`config.mk`:
```
export PLATFORM = sky130hd
export DESIGN_NAME = updown_mod_counter
export DESIGN_NICKNAME = d
export VERILOG_FILES = /design/src/rtl/counter_pkg.sv /design/src/rtl/updown_mod_next.sv /design/src/rtl/updown_mod_counter.sv
export SDC_FILE = /design/constraint.sdc
export NUM_CORES = 1
export LEC_CHECK = 0
export ABC_AREA = 1
export CAP_MARGIN = 40
export CORE_ASPECT_RATIO = 0.7
export CORE_MARGIN = 2
export CORE_UTILIZATION = 40
export CTS_CLUSTER_SIZE = 10
export DETAILED_ROUTE_END_ITERATION = 8
export PLACE_DENSITY = 0.67
export SYNTH_ARGS = -nofsm -noshare
export SYNTH_HDL_FRONTEND = slang
export SYNTH_SLANG_ARGS = --single-unit
export TNS_END_PERCENT = 10
```
`constraint.sdc`:
```
create_clock -name clk -period 4.05 [get_ports clk]
set_input_delay 0.81 -clock clk [delete_from_list [all_inputs] [get_ports clk]]
set_output_delay 0.81 -clock clk [all_outputs]
set_load 0.1 [all_outputs]
```
`src/rtl/counter_pkg.sv`:
```
// Shared constants for the up/down modulo counter: count direction encoding
// and the saturation limit of the wrap counter.
package counter_pkg;

    localparam logic       MODE_UP      = 1'b0;
    localparam logic       MODE_DOWN    = 1'b1;
    localparam logic [7:0] WRAP_CNT_MAX = 8'd255;

endpackage

```
`src/rtl/updown_mod_next.sv`:
```
// Combinational next-count logic: load clamp, up/down step, wrap detect and
// terminal-count flag for a modulo counter whose range is 0..mod_max.
module updown_mod_next #(
    parameter int WIDTH = 4
) (
    input  logic [WIDTH-1:0] counter,
    input  logic             en,
    input  logic             mode,
    input  logic             load,
    input  logic [WIDTH-1:0] load_val,
    input  logic [WIDTH-1:0] mod_max,
    output logic [WIDTH-1:0] count_next,
    output logic             wrap_step,
    output logic             tc
);
    import counter_pkg::*;

    always_comb begin
        count_next = counter;
        wrap_step  = 1'b0;
        tc         = 1'b0;
        if (load) begin
            count_next = (load_val <= mod_max) ? load_val : mod_max;
        end else if (en) begin
            // A count above mod_max (range shrunk mid-count) wraps like a terminal step.
            if (mode == MODE_UP) begin
                if (counter < mod_max) begin
                    count_next = counter + 1'b1;
                end else begin
                    count_next = '0;
                    wrap_step  = 1'b1;
                end
                tc = (counter == mod_max);
            end else begin
                if ((counter == '0) || (counter > mod_max)) begin
                    count_next = mod_max;
                    wrap_step  = 1'b1;
                end else begin
                    count_next = counter - 1'b1;
                end
                tc = (counter == '0);
            end
        end
    end

endmodule

```
`src/rtl/updown_mod_counter.sv`:
```
// Up/down modulo counter with clamped synchronous load, terminal-count flag,
// registered wrap pulse and a saturating 8-bit wrap counter.
module updown_mod_counter #(
    parameter int WIDTH = 4
) (
    input  logic             clk,
    input  logic             reset,
    input  logic             en,
    input  logic             mode,
    input  logic             load,
    input  logic [WIDTH-1:0] load_val,
    input  logic [WIDTH-1:0] mod_max,
    output logic [WIDTH-1:0] counter,
    output logic             tc,
    output logic             wrap,
    output logic [7:0]       wrap_cnt
);
    import counter_pkg::*;

    logic [WIDTH-1:0] count_next;
    logic             wrap_step;

    updown_mod_next #(.WIDTH(WIDTH)) u_next (
        .counter    (counter),
        .en         (en),
        .mode       (mode),
        .load       (load),
        .load_val   (load_val),
        .mod_max    (mod_max),
        .count_next (count_next),
        .wrap_step  (wrap_step),
        .tc         (tc)
    );

    // Reset also clears wrap, so a wrap step coinciding with reset never pulses.
    always_ff @(posedge clk) begin
        if (!reset) begin
            counter  <= '0;
            wrap     <= 1'b0;
            wrap_cnt <= 8'd0;
        end else begin
            counter <= count_next;
            wrap    <= wrap_step;
            if (wrap_step && (wrap_cnt != WRAP_CNT_MAX)) begin
                wrap_cnt <= wrap_cnt + 8'd1;
            end
        end
    end

endmodule

```
# Word-level counts from Yosys, hierarchy flattened

Cells that the tools add are included.

Logic and storage cells: 29
Register bits after elaboration: 13
Output and inout bits: 14
Bits of input ports: 13

Multiplexer cells: 14
Equality and inequality tests: 2
Reductions and logical operators: 4
Magnitude comparators: 3
Add/subtract/negate cells: 3

Operators with widths:

| cell                | number |
|---|---|
| $mux 4              | 6 |
| $add 8x1->8 const B | 1 |
| $mux 1              | 8 |
| $ne 8x8->1 const B  | 1 |
| $add 4x1->4 const B | 1 |
| $eq 4x4->1          | 1 |
| $gt 4x4->1          | 1 |
| $le 4x4->1          | 1 |
| $logic_not 4->1     | 1 |
| $lt 4x4->1          | 1 |
| $sub 4x1->4 const B | 1 |
| $reduce_bool 2->1   | 1 |
| $logic_and 1x1->1   | 1 |
| $logic_or 1x1->1    | 1 |

# Depth between registers and ports, before layout

Word-level depth: 7
Gate-level depth with buffers: 14
Depth with buffers taken out: 14

# By module

From an unflattened synthesis, not the netlist that was laid out.

Cells, all modules: 182
Area total of the unflattened synthesis: 1,182.4 um^2

By module, submodules not included:

| module             | cells each | area each (um^2) | instances | seq. area each (um^2) |
|---|---|---|---|---|
| updown_mod_counter | 84         | 606.8            | 1         | 260.2 |
| updown_mod_next    | 98         | 575.6            | 1         | 0.0 |

# Worst setup path before layout

Ideal clock, no wire load.

Path type: register to output
Start point: register counter[0]
End point: output tc
Setup slack: 0.056 ns
Cell stages (with the launch flop): 5
Data required time: 3.240 ns
Buffers on the path: 0
Data arrival time: 3.184 ns
Cells stage by stage: dfxtp_1 -> inv_1 -> ha_1 -> nand3_1 -> a21oi_1

Longest elaborated chain between the ends: 4
Elaborated cells on any way between the ends: 5
Classes of those cells: 1 x eq/ne; 3 x mux; 1 x reduce/logical

Ends and longest elaborated chain:

| element                                       | line                                         | text |
|---|---|---|
| from (decl)                                   | updown_mod_counter.sv:13                     | `output logic [WIDTH-1:0] counter,` |
| from (signal assigned)                        | updown_mod_counter.sv:42                     | `counter <= count_next;` |
| $eq 4x4->1 or $logic_not 4->1 (tied branches) | updown_mod_next.sv:33, updown_mod_next.sv:41 |  |
| $mux 1 (*)                                    | updown_mod_next.sv:26                        | `if (mode == MODE_UP) begin` |
| $mux 1 (*)                                    | updown_mod_next.sv:24                        | `end else if (en) begin` |
| $mux 1 (*)                                    | updown_mod_next.sv:22                        | `if (load) begin` |
| to (decl)                                     | updown_mod_counter.sv:14                     | `output logic tc,` |

Every way passes the cells marked *; elsewhere a longest branch is shown, timed or not.

# Final worst setup path

Start point: input mod_max[3]
End point: output tc

Longest elaborated chain between the ends: 4

Ends and longest elaborated chain:

| element     | line                     | text |
|---|---|---|
| from (decl) | updown_mod_counter.sv:12 | `input logic [WIDTH-1:0] mod_max,` |
| $eq 4x4->1  | updown_mod_next.sv:33    | `tc = (counter == mod_max);` |
| $mux 1      | updown_mod_next.sv:26    |  |
| $mux 1      | updown_mod_next.sv:24    |  |
| $mux 1      | updown_mod_next.sv:22    |  |

No other way between the ends.

==> reports/results.ini <==
[route]
route.detailed.drc=0
wl_per_cell_um=12.0
wl_um=2990
vias=1228
drt_iter0_markers=52
vias_per_cell=4.91
ant_nets=0
dr.pass1.iters=4

[floorplan]
die_h_um=48.2
num_rows=16
ios=27
start_util_pct=41.1
die_x_um=67.2
core-area_sq_um=2720
dieArea_sq_um=3240

[yosys]
synth_top_area_share_pct=23.3
yosys.area.top_type=dfxtp_1
synth_fa_ha_area_share_pct=13.4
synth_xor_area_share_pct=6.26
synth_cell_type_count=21
yosys_warnings=0
synth_area_sq_um=1120
synthMuxAreaShare_pct=0
post_synth_main_area_contributors=dfxtp_1 23%, nand2_1 14%, ha_1 13%
synth-simple-area-share_pct=37.9
synth_seq_area_share_pct=23.3
synth_compound_area_share_pct=11.1
syn_inst=171
ys_ff_latch=13
syn-num-nets=196
avgSynthCellArea_sq_um=6.54
synth_top_family_by_area=simple AND/OR/NAND/NOR gates

[layout]
area_growth_pct=49.8
diodes=0
nFillCells=251
drive_gt1_share_pct=12.6
nNetsFinal=240

[global_routing]
gr-total-overflow=0
grt_start_max_net_pins=10
grt_pass1_vias=1029
gr-usage-all-layers_pct=20.1
grt_antenna_before_repair=0
grt_pass1_wl_um=4840

[setup_path]
crit_chain=clkdlybuf4s50_1 > inv_1 > ha_1 > nand2_1 > inv_2 > nand3_1 > a21oi_1 > buf_12
cp-end-kind=primary output
cp_max_fo=4
crit_required_ns=3.24
cpLargestDelayFamily=buffers and inverters
crit_type=primary input to primary output
worstSetupStartpointType=primary input
rr_worst_depth=12
crit_path_top_delay_cell=clkdlybuf4s50_1
slowest_delay_ns=0.45
crit_buf_inv=4
cp.depth=8
crit_arrival_ns=2.33

[cts]
htree_levels=1
root_buffer=clkbuf_8
clkSlewWorstSetupHoldPaths_ns=0.06
post-cts-setup-buffers=0
clk_latency_ns=0.24
clock_sinks=13
cts_buffers=3
cts_resized=0
cts_hold_buf=0
clockBufferDepth=2
cts_tree=done

[job]
max_cap_violations=0

[timing]
finalHoldViolations=0
worst_slew_pin_slew_ns=0.445
fin_crit_ns=3.14
max_freq_ghz=0.319
rsz0062_at_grt=false
relSlewSlack_pct=70.1
timing.setup.tns_ns=0
setup_viol=0
slew_viol_final=0
timing.final.crit_share_pct=77.5
holdWs_ns=0.512
finalClockSkew_ns=0.00391

[min_path]
hp-class=register to register
min_path_cells=2

[placement]
finalWeightedCongestion=0.855
io_buffers=26
place_hpwl_um=2380

[outcome]
outcome=complete, no violations

[power]
power_leakage_nw=0.778
p_per_area_nw_per_um2=286
ir_drop_v=0.000188

flip-flops by register name, summed over array words and instances (netlist names):
signal,cells
wrap,1
wrap_cnt,8
counter,4
worst reg2reg max path: cells and delay by family, from the launching register on:
family | cells | cell delay, ns
compound gates | 1 | 0.14
fa+ha+maj | 1 | 0.31
buf+inv | 1 | 0.04
flops | 1 | 0.52
simple gates | 9 | 0.84
placed cells by master (no fill, tap or decap), drive strengths merged:
| master | n |
|---|---|
| clkbuf | 3 |
| inv | 22 |
| nor2 | 14 |
| nand3 | 20 |
| ha | 12 |
| clkinv | 1 |
| a21oi | 17 |
| nor3 | 2 |
| xor2 | 5 |
| nand2 | 46 |
| xnor2 | 3 |
| nand4 | 9 |
| dfxtp | 13 |
| clkdlybuf4s50 | 25 |
| buf | 15 |
| o21ai | 7 |
synthesized netlist by cell type:
library cell / n
nand2_2: 2
nand2_1: 43
xnor2_1: 3
nor2_2: 1
nand3_2: 1
dfxtp_1: 13
nand3_1: 18
nand3_4: 1
ha_1: 12
inv_1: 21
o21ai_0: 4
nor3_1: 2
o21ai_1: 2
xor2_1: 5
buf_4: 1
o21ai_2: 1
inv_2: 1
a21oi_1: 17
nand4_1: 9
nand2_4: 1
nor2_1: 13
power breakdown:
group          total (mW)  switching (mW)  internal [mW]
Sequential          0.145          0.0109          0.134
Combinational       0.222           0.142         0.0808
Clock               0.111          0.0438         0.0677
layer usage:
metal / track usage (%) / vias up / share of wire (%)
met4: 4.90 / 0 / 0
met1: 29.8 / 552 / 49
met3: 2.77 / 0 / 4.3
li1: - / 651 / -
met2: 31.3 / 25 / 47
met5: 0 / - / 0
area by class of cell:
type                            count  area, sq um  area share, %
Sequential cell                    13          260           15.5
Multi-Input combinational cell    135          768           45.9
Clock inverter                      1         5.00          0.299
Timing Repair Buffer               40          473           28.2
Inverter                           22         82.6           4.93
Clock buffer                        3         41.3           2.46
Tap cell                           36         45.0           2.69
final timing paths:
check | startpoint | endpoint | slack [ns]
setup / recovery | mod_max[3] | tc | 0.91
hold / removal | wrap_cnt[4] | wrap_cnt[4] | 0.51
setup reg to reg | counter[2] | counter[1] | 2.14
hold reg to reg | wrap_cnt[4] | wrap_cnt[4] | 0.51
kinds of logic after synthesis:
logic type	Yosys count
AND/OR/NAND/NOR	91
AO/OA/AOI/OAI	24
buffers and inverters	23
flip-flops	13
adder cells (fa/ha/maj)	12
XOR/XNOR	8
metrics by stage:
stage / instances / total power, mW / setup WS [ns] / area [sq um] / utilization [%]
final: 250 / 0.479 / 0.913 / 1680 / 61.5
after global routing: 250 / 0.512 / 0.830 / 1680 / 61.5
after CTS: 250 / 0.481 / 0.911 / 1680 / 61.5
after detailed placement: 246 / 0.368 / 0.921 / 1630 / 59.8
after global placement: 233 / 0.346 / 0.943 / 1430 / 52.7
after floorplan: 171 / 0.293 / 0.0561 / 1120 / -
(Power assumes the default switching activity.)
